<file path="src/rtl/bus_port_fifo_if.sv">
// Device/bus handshake bundle for one bus_port_fifo instance.
// slave is the port itself, master is whoever drives it.
interface bus_port_fifo_if #(
   parameter int PCKG_SZ = 16,
   parameter int DEPTH   = 12
);
   localparam int CW = $clog2(DEPTH + 1);

   logic               dev_push;
   logic [PCKG_SZ-1:0] dev_din;
   logic               tx_full;
   logic [CW-1:0]      tx_count;
   logic               pndng;
   logic               pop;
   logic [PCKG_SZ-1:0] D_pop;
   logic               push;
   logic [PCKG_SZ-1:0] D_push;
   logic               dev_pop;
   logic [PCKG_SZ-1:0] dev_dout;
   logic               rx_pndng;
   logic [CW-1:0]      rx_count;
   logic [15:0]        drop_cnt;
   logic [15:0]        misaddr_cnt;
   logic               err;

   modport slave (
      input  dev_push, dev_din, pop,
      input  push, D_push, dev_pop,
      output tx_full, tx_count, pndng,
      output D_pop, dev_dout, rx_pndng,
      output rx_count, drop_cnt,
      output misaddr_cnt, err
   );

   modport master (
      output dev_push, dev_din, pop,
      output push, D_push, dev_pop,
      input  tx_full, tx_count, pndng,
      input  D_pop, dev_dout, rx_pndng,
      input  rx_count, drop_cnt,
      input  misaddr_cnt, err
   );
endinterface

</file>
<file path="src/rtl/bus_port_fifo.sv">
// Per-device bus port: FWFT TX FIFO toward the arbiter and an
// address-filtered FWFT RX FIFO toward the device.
module bus_port_fifo #(
   parameter int          PCKG_SZ   = 16,
   parameter int          DEPTH     = 12,
   parameter logic [7:0]  ID        = 8'd0,
   parameter logic [7:0]  BROADCAST = 8'hFF
) (
   input  logic           clk,
   input  logic           reset,
   bus_port_fifo_if.slave bus
);
   localparam int PW = $clog2(DEPTH);
   localparam int CW = $clog2(DEPTH + 1);

   localparam logic [PW-1:0] PLAST = PW'(DEPTH - 1);
   localparam logic [CW-1:0] CFULL = CW'(DEPTH);

   function automatic logic [PW-1:0] nxt(
      input logic [PW-1:0] p
   );
      return (p == PLAST) ? '0 : p + 1'b1;
   endfunction

   function automatic logic [15:0] sat_inc(
      input logic [15:0] c
   );
      return (c == 16'hFFFF) ? c : c + 16'd1;
   endfunction

   logic [PCKG_SZ-1:0] tx_mem [DEPTH];
   logic [PCKG_SZ-1:0] rx_mem [DEPTH];

   logic [PW-1:0] tx_wr_q, tx_wr_d;
   logic [PW-1:0] tx_rd_q, tx_rd_d;
   logic [CW-1:0] tx_cnt_q, tx_cnt_d;
   logic [PW-1:0] rx_wr_q, rx_wr_d;
   logic [PW-1:0] rx_rd_q, rx_rd_d;
   logic [CW-1:0] rx_cnt_q, rx_cnt_d;
   logic [15:0]   drop_q, drop_d;
   logic [15:0]   mis_q, mis_d;
   logic          err_q, err_d;

   logic tx_empty, tx_full;
   logic rx_empty, rx_full;
   logic tx_we, tx_re;
   logic rx_we, rx_re;
   logic [7:0] dst;
   logic addr_hit;
   logic accept;

   assign tx_empty = (tx_cnt_q == '0);
   assign tx_full  = (tx_cnt_q == CFULL);
   assign rx_empty = (rx_cnt_q == '0);
   assign rx_full  = (rx_cnt_q == CFULL);

   assign dst      = bus.D_push[PCKG_SZ-1 -: 8];
   assign addr_hit = (dst == ID) || (dst == BROADCAST);
   assign accept   = bus.push && addr_hit;

   // A pop frees a slot in the same cycle, so a full FIFO still writes.
   assign tx_re = bus.pop && !tx_empty;
   assign tx_we = bus.dev_push && (!tx_full || bus.pop);
   assign rx_re = bus.dev_pop && !rx_empty;
   assign rx_we = accept && (!rx_full || bus.dev_pop);

   always_comb begin
      tx_wr_d  = tx_wr_q;
      tx_rd_d  = tx_rd_q;
      tx_cnt_d = tx_cnt_q;
      if (tx_we) tx_wr_d = nxt(tx_wr_q);
      if (tx_re) tx_rd_d = nxt(tx_rd_q);
      if (tx_we && !tx_re)
         tx_cnt_d = tx_cnt_q + CW'(1);
      else if (!tx_we && tx_re)
         tx_cnt_d = tx_cnt_q - CW'(1);
   end

   always_comb begin
      rx_wr_d  = rx_wr_q;
      rx_rd_d  = rx_rd_q;
      rx_cnt_d = rx_cnt_q;
      if (rx_we) rx_wr_d = nxt(rx_wr_q);
      if (rx_re) rx_rd_d = nxt(rx_rd_q);
      if (rx_we && !rx_re)
         rx_cnt_d = rx_cnt_q + CW'(1);
      else if (!rx_we && rx_re)
         rx_cnt_d = rx_cnt_q - CW'(1);
   end

   // RX overflow only bumps drop_cnt: the bus cannot be stalled.
   always_comb begin
      drop_d = drop_q;
      mis_d  = mis_q;
      err_d  = err_q;
      if (bus.push && !addr_hit)
         mis_d = sat_inc(mis_q);
      if (accept && rx_full && !bus.dev_pop)
         drop_d = sat_inc(drop_q);
      if (bus.dev_push && tx_full && !bus.pop)
         err_d = 1'b1;
      if (bus.pop && tx_empty)
         err_d = 1'b1;
      if (bus.dev_pop && rx_empty)
         err_d = 1'b1;
   end

   always_ff @(posedge clk or negedge reset) begin
      if (!reset) begin
         tx_wr_q  <= '0;
         tx_rd_q  <= '0;
         tx_cnt_q <= '0;
         rx_wr_q  <= '0;
         rx_rd_q  <= '0;
         rx_cnt_q <= '0;
         drop_q   <= '0;
         mis_q    <= '0;
         err_q    <= 1'b0;
      end else begin
         tx_wr_q  <= tx_wr_d;
         tx_rd_q  <= tx_rd_d;
         tx_cnt_q <= tx_cnt_d;
         rx_wr_q  <= rx_wr_d;
         rx_rd_q  <= rx_rd_d;
         rx_cnt_q <= rx_cnt_d;
         drop_q   <= drop_d;
         mis_q    <= mis_d;
         err_q    <= err_d;
      end
   end

   always_ff @(posedge clk) begin
      if (tx_we) tx_mem[tx_wr_q] <= bus.dev_din;
      if (rx_we) rx_mem[rx_wr_q] <= bus.D_push;
   end

   assign bus.tx_full     = tx_full;
   assign bus.tx_count    = tx_cnt_q;
   assign bus.pndng       = !tx_empty;
   assign bus.D_pop       = tx_empty ? '0 : tx_mem[tx_rd_q];
   assign bus.rx_pndng    = !rx_empty;
   assign bus.rx_count    = rx_cnt_q;
   assign bus.dev_dout    = rx_empty ? '0 : rx_mem[rx_rd_q];
   assign bus.drop_cnt    = drop_q;
   assign bus.misaddr_cnt = mis_q;
   assign bus.err         = err_q;
endmodule

</file>
<file path="src/flat_wrapper.sv">
// flat-port wrapper written by rule: the top's interface ports become plain ports
module bus_port_fifo_flat 
#(
   parameter int          PCKG_SZ   = 16,
   parameter int          DEPTH     = 12,
   parameter logic [7:0]  ID        = 8'd0,
   parameter logic [7:0]  BROADCAST = 8'hFF
)
  (clk, reset, bus_dev_push, bus_dev_din, bus_pop, bus_push, bus_D_push, bus_dev_pop, bus_tx_full, bus_tx_count, bus_pndng, bus_D_pop, bus_dev_dout, bus_rx_pndng, bus_rx_count, bus_drop_cnt, bus_misaddr_cnt, bus_err);
  bus_port_fifo_if #(.PCKG_SZ(PCKG_SZ), .DEPTH(DEPTH)) bus_i ();
  input  logic clk;
  input  logic reset;
  input wire logic [$bits(bus_i.dev_push)-1:0] bus_dev_push;
  input wire logic [$bits(bus_i.dev_din)-1:0] bus_dev_din;
  input wire logic [$bits(bus_i.pop)-1:0] bus_pop;
  input wire logic [$bits(bus_i.push)-1:0] bus_push;
  input wire logic [$bits(bus_i.D_push)-1:0] bus_D_push;
  input wire logic [$bits(bus_i.dev_pop)-1:0] bus_dev_pop;
  output wire logic [$bits(bus_i.tx_full)-1:0] bus_tx_full;
  output wire logic [$bits(bus_i.tx_count)-1:0] bus_tx_count;
  output wire logic [$bits(bus_i.pndng)-1:0] bus_pndng;
  output wire logic [$bits(bus_i.D_pop)-1:0] bus_D_pop;
  output wire logic [$bits(bus_i.dev_dout)-1:0] bus_dev_dout;
  output wire logic [$bits(bus_i.rx_pndng)-1:0] bus_rx_pndng;
  output wire logic [$bits(bus_i.rx_count)-1:0] bus_rx_count;
  output wire logic [$bits(bus_i.drop_cnt)-1:0] bus_drop_cnt;
  output wire logic [$bits(bus_i.misaddr_cnt)-1:0] bus_misaddr_cnt;
  output wire logic [$bits(bus_i.err)-1:0] bus_err;
  assign bus_i.dev_push = bus_dev_push;
  assign bus_i.dev_din = bus_dev_din;
  assign bus_i.pop = bus_pop;
  assign bus_i.push = bus_push;
  assign bus_i.D_push = bus_D_push;
  assign bus_i.dev_pop = bus_dev_pop;
  assign bus_tx_full = bus_i.tx_full;
  assign bus_tx_count = bus_i.tx_count;
  assign bus_pndng = bus_i.pndng;
  assign bus_D_pop = bus_i.D_pop;
  assign bus_dev_dout = bus_i.dev_dout;
  assign bus_rx_pndng = bus_i.rx_pndng;
  assign bus_rx_count = bus_i.rx_count;
  assign bus_drop_cnt = bus_i.drop_cnt;
  assign bus_misaddr_cnt = bus_i.misaddr_cnt;
  assign bus_err = bus_i.err;
  bus_port_fifo #(.PCKG_SZ(PCKG_SZ), .DEPTH(DEPTH), .ID(ID), .BROADCAST(BROADCAST)) u_core (.clk(clk), .reset(reset), .bus(bus_i));
endmodule
</file>
<file path="config.mk">
export PLATFORM = sky130hd
export DESIGN_NAME = bus_port_fifo_flat
export DESIGN_NICKNAME = d
export VERILOG_FILES = /design/src/rtl/bus_port_fifo_if.sv /design/src/rtl/bus_port_fifo.sv /design/src/flat_wrapper.sv
export SDC_FILE = /design/constraint.sdc
export NUM_CORES = 1
export LEC_CHECK = 0
export CORE_MARGIN = 4
export CORE_UTILIZATION = 45
export DETAILED_ROUTE_END_ITERATION = 8
export PLACE_DENSITY_LB_ADDON = 0.15
export SLEW_MARGIN = 20
export SYNTH_ARGS = -nofsm -noshare
export SYNTH_HDL_FRONTEND = slang
export SYNTH_SLANG_ARGS = --single-unit
</file>
<file path="constraint.sdc">
create_clock -name clk -period 2.54 [get_ports clk]
set_input_delay 0.762 -clock clk [delete_from_list [all_inputs] [get_ports clk]]
set_output_delay 0.762 -clock clk [all_outputs]
set_load 0.005 [all_outputs]
</file>
Word-level counts from Yosys, hierarchy flattened --
Memories as Yosys holds them, arrays and structs flattened. Cells that the tools add are included.
Storage, ports and cells: register bits after elaboration 57, memory bits (writable) 384, bits of input ports 38, output and inout port bits 76, memories 2
Memories:
- u_core.rx_mem | words 12, width 16, rd ports 1, clocked after Yosys merged registers in 0, write ports 1, RTL line bus_port_fifo.sv:32 | logic [PCKG_SZ-1:0] rx_mem [DEPTH];
- u_core.tx_mem | words 12, width 16, rd ports 1, clocked after Yosys merged registers in 0, write ports 1, RTL line bus_port_fifo.sv:31 | logic [PCKG_SZ-1:0] tx_mem [DEPTH];
Operators by class: $add $sub $neg 10, equal/unequal tests 9, multiplexer cells 17, bitwise logic cells 2, reductions and logical operators 38
Operator list (count):
- 16-bit by 1-bit adder with 16-bit output (second input constant) | 2
- 16-bit == test (second input constant) | 2
- 16-bit 2-to-1 mux | 2
- 4-bit 2-to-1 mux | 8
- 4-bit by 1-bit adder with 4-bit output (second input constant) | 6
- 4-bit == test (second input constant) | 6
- 1-bit logical AND | 16
- 1-bit zero test | 11
- 8-bit == test (second input constant) | 1
- 4-bit zero test | 2
- 8-bit zero test | 1
- 4-bit by 1-bit subtractor with 4-bit output (second input constant) | 2
- 1-bit 2-to-1 mux | 7
- 2-bit AND reduction | 2
- 2-bit nonzero test | 2
- 1-bit logical OR | 3
- 3-bit nonzero test | 1
- 1-bit inverter | 2

Logic depth before layout (Yosys ltp) --
depth after elaboration 8, gate-level depth with buffers 14, gate-level depth less buffers 12

Worst setup path before layout --
OpenSTA, ideal clock, no wires.
kind input-to-reg, start point input port bus_D_push[14], end point register u_core.rx_cnt_q[3], in the netlist u_core.bus.rx_count[3], data arrival time 2.979 ns, path slack -0.564 ns, cell stages on the path 14, path through nand4_1 or2_2 clkbuf_1 nand2_1 and3_1 clkbuf_1 ha_1 inv_1 ha_1 a21o_1 a21oi_1 xnor2_1 nor2_1 xor2_1
On the way: longest elaborated chain between the ends 7
RTL lines:
- start: declaration | RTL line flat_wrapper.sv:17 | input wire logic [$bits(bus_i.D_push)-1:0] bus_D_push;
- 8-bit == test / 8-bit zero test (equally long branches) | RTL line bus_port_fifo.sv:58 | assign addr_hit = (dst == ID) || (dst == BROADCAST);
- 1-bit logical OR (*) | RTL line bus_port_fifo.sv:58
- 1-bit logical AND (*) | RTL line bus_port_fifo.sv:59 | assign accept = bus.push && addr_hit;
- 1-bit logical AND (*) | RTL line bus_port_fifo.sv:65 | assign rx_we = accept && (!rx_full || bus.dev_pop);
- net u_core.rx_we | RTL line bus_port_fifo.sv:47 | logic rx_we, rx_re;
- 1-bit zero test | RTL line bus_port_fifo.sv:87 | else if (!rx_we && rx_re)
- 1-bit logical AND | RTL line bus_port_fifo.sv:87
- 2-bit nonzero test (no line)
- end signal: assignment | RTL line bus_port_fifo.sv:125 | rx_cnt_q <= rx_cnt_d;
- end: declaration | RTL line bus_port_fifo.sv:39 | logic [CW-1:0] rx_cnt_q, rx_cnt_d;
Mark *: on every way through the listed nets, which the timed path passes. The rest lies on a longest branch. A chain may end at the register's enable or synchronous reset.

Worst setup path in the final report --
start point register u_core.tx_rd_q[0], end point output port bus_D_pop[12]
On the way: longest elaborated chain between the ends 2
RTL lines:
- start: declaration | RTL line bus_port_fifo.sv:35 | logic [PW-1:0] tx_rd_q, tx_rd_d;
- start signal: assignment | RTL line bus_port_fifo.sv:121 | tx_rd_q <= tx_rd_d;
- memory 12 x 16 bit
- 16-bit 2-to-1 mux | RTL line bus_port_fifo.sv:140 | assign bus.D_pop = tx_empty ? '0 : tx_mem[tx_rd_q];
- end: declaration | RTL line flat_wrapper.sv:22 | output wire logic [$bits(bus_i.D_pop)-1:0] bus_D_pop;
No other way between the ends.

==> flow_metrics.py <==
metrics = {
    "outcome": {
        "status": "finished, violations left",
        "violations": "negative setup slack",
    },
    "worst_setup_path": {
        "worst_path_max_delay_cell": "dfrtp_4",
        "cp_data_required_time_ns": 1.78,
        "arrival_ns": 2.32,
        "cp-start-kind": "register",
        "critPathKind": "register to output pin",
        "path_cells": "buf_12, buf_8, buf_6, mux4_2, nand2_2, a31oi_4, buf_2",
        "max_stage_delay_ns": 0.56,
        "critPathMaxFanout": 6,
        "end_kind": "output pin",
    },
    "grt": {
        "grt.overflow.total": 0,
        "grt_usage": 0.191,
        "grt_pass1_wl_um": 61500,
        "antenna_found_initial": 3,
        "grt_pass1_vias": 10300,
        "grt_max_degree": 36,
    },
    "synth": {
        "synth-edff-count": 384,
        "synth-compound-area-share": 0.0338,
        "syn_nets": 1029,
        "yosysWarnings": 0,
        "synth_area_sq_um": 17700,
        "yosys.area_share.simple": 0.0589,
        "synth_top_family_by_area": "multiplexers",
        "synth-async-reset-ratio": 0.129,
        "seq_area_frac_synth": 0.731,
        "yosysUniqueCellTypes": 48,
        "synth-xor-area-share": 0.0178,
        "avgSynthCellArea_sq_um": 18.3,
        "syn_inst": 971,
        "synth.area.mux_share": 0.130,
        "synth-main-ff-cell": "edfxtp_1",
        "ys_ff_latch": 441,
        "yosys.area_share.adder": 0.0150,
    },
    "cells_and_area": {
        "n_antenna_cell": 0,
        "nets": 1309,
        "fin_util": 0.596,
        "fin_cells": 1798,
        "drive_gt1_frac": 0.361,
        "mostFrequentLayoutCells": "edfxtp_1, mux4_2, buf_4",
        "final_common_cell": "edfxtp_1",
        "areaGrowthSynthToFinish_pct": 30.5,
    },
    "drt": {
        "drt_wl_total_um": 40100,
        "via_per_inst": 5.50,
        "wl_met1_um": 17400,
        "wire_per_inst_um": 22.3,
        "drc": 0,
        "maxUsedRoutingLayer": "met5",
        "first_pass_iters": 5,
        "drtAntennaViolNets": 0,
        "drt_iter0_drc": 749,
        "met2_length_um": 19800,
        "vias": 9895,
        "wl_met3_um": 2180,
    },
    "job": {
        "max_cap_violations": 0,
    },
    "die": {
        "num_io_pins": 114,
        "initial_core_util": 0.457,
        "dieWidth_um": 207,
        "dieArea_sq_um": 42600,
        "die_h_um": 207,
        "core_sq_um": 38800,
        "num_rows": 72,
    },
    "sta": {
        "fmax_mhz": 325,
        "clock-skew-final_ns": 0.0157,
        "finalCriticalPeriod_ns": 3.08,
        "post-route-period-util": 1.21,
        "finalHoldViolations": 0,
        "tightest_slew_ns": 0.589,
        "finalSetupViolations": 34,
        "relSlewSlack": 0.607,
        "rsz0062_at_grt": "true",
        "drv_slew": 0,
        "whs_ns": 0.196,
        "timing.final.ws_setup_ns": -0.538,
    },
    "hold_path": {
        "hold_class": "primary input to asynchronous set/reset pin",
    },
    "cts": {
        "numCtsBuffers": 46,
        "clock_sinks": 441,
        "clkTransAtPathRegs_ns": 0.06,
        "clockRootBuffer": "clkbuf_16",
        "cts_tree": "yes",
        "htreeDepth": 2,
        "clock_path_buffers": 3,
        "clock_latency_ns": 0.58,
    },
    "placed_design": {
        "dp_slack_ns": -0.777,
        "numPortBuffers": 113,
        "place.gp.congestion": 0.762,
        "dpl.cell_count": 1674,
        "hpwl_um": 23500,
    },
    "power_and_ir_drop": {
        "finalPower_mw": 24.1,
        "leakagePower_nw": 8.14,
        "power_density_nw_per_um2": 1040,
        "peakVddDrop_mv": 0.691,
    },
}
path summary, 6_finish.rpt:
path,depth (start not counted),slack (ns),start,end
setup reg to reg,13,0.08,u_core.bus.rx_count[1]$_DFFE_PN0P_,u_core.bus.rx_count[3]$_DFFE_PN0P_
min in group clk,1,0.49,u_core.bus.drop_cnt[6]$_DFFE_PN0P_,u_core.bus.drop_cnt[6]$_DFFE_PN0P_
hold / removal,1,0.20,reset,u_core.bus.misaddr_cnt[13]$_DFFE_PN0P_
max in group asynchronous,2,1.72,reset,u_core.rx_rd_q[0]$_DFFE_PN0P_
setup / recovery,7,-0.54,u_core.tx_rd_q[0]$_DFFE_PN0P_,bus_D_pop[12]
hold reg to reg,1,0.49,u_core.bus.drop_cnt[6]$_DFFE_PN0P_,u_core.bus.drop_cnt[6]$_DFFE_PN0P_
layout make-up:
type	instances	area, sq um
Clock buffer	63	1240
Clock inverter	14	115
Fill cell	2871	15700
Inverter	15	60.1
Multi-Input combinational cell	471	5060
Sequential cell	441	13000
Tap cell	518	648
Timing Repair Buffer	276	3050
what timing repair did:
item	4_1_cts	5_1_grt
hold buffers	0	0
cloned	7	0
buffers inserted	45	12
pin swaps	58	41
resized for setup	272	46
setup endpoints to repair	39	38
registers in the layout, summed over array words and instances (netlist names):
register	flops
u_core.rx_rd_q	4
u_core.rx_wr_q	4
u_core.tx_rd_q	4
u_core.rx_mem	192
u_core.bus.err	1
u_core.tx_mem	192
u_core.bus.rx_count	4
u_core.bus.tx_count	4
u_core.bus.drop_cnt	16
u_core.bus.misaddr_cnt	16
u_core.tx_wr_q	4
metrics by stage:
| stage | TNS, ns | area [sq um] |
|---|---|---|
| 6_report | -14.11 | 23100 |
| 5_1_grt | -16.82 | 23100 |
| 4_1_cts | -16.18 | 23000 |
| 3_3_place_gp | -101.07 | 20800 |
| 3_5_place_dp | -114.09 | 20800 |
| 2_1_floorplan | -0.312 | 17800 |
report_power, final:
part / total, mW / internal (mW) / switching, mW / leakage (nW)
sequential: 8.81 / 8.44 / 0.373 / 4.18
clock: 6.19 / 3.52 / 2.67 / 0.659
combinational: 9.14 / 4.94 / 4.19 / 3.29
total: 24.1 / 16.9 / 7.24 / 8.14
worst max-delay path, delay by kind of cell (launching register included):
family          cells  cell delay, ns
flops               1            0.56
compound gates      1            0.10
buf+inv             4            0.56
simple gates        1            0.10
mux                 1            0.42
kinds of logic (layout without fill, tap and decap cells):
group	after synthesis	in the layout
muxes	109	109
adders and majority gates	20	20
xor gates and xnor gates	36	36
buffers and inverters	59	368
DFF	441	441
and+or+nand+nor	208	208
AOI/OAI and AO/OA	98	98
routing by layer:
layer	GRT usage	vias to the layer above
met4	0.0492	4
met3	0.0319	56
met1	0.271	5140
met5	0	-
li1	-	4451
met2	0.311	244
cells in the mapped netlist, types with 14 or more instances:
cell type | count | area share
edfxtp_1 | 384 | 0.65
mux4_2 | 96 | 0.12
nand2_1 | 90 | 0.019
dfrtp_1 | 57 | 0.080
o21ai_0 | 43 | 0.012
a31oi_1 | 32 | 0.011
clkbuf_1 | 32 | 0.0068
xor2_1 | 24 | 0.012
nor2_1 | 21 | 0.0044
nand3_1 | 19 | 0.0054
ha_1 | 18 | 0.013
and3_1 | 17 | 0.0060
nand4_1 | 14 | 0.0049
(Power assumes the default switching activity.)
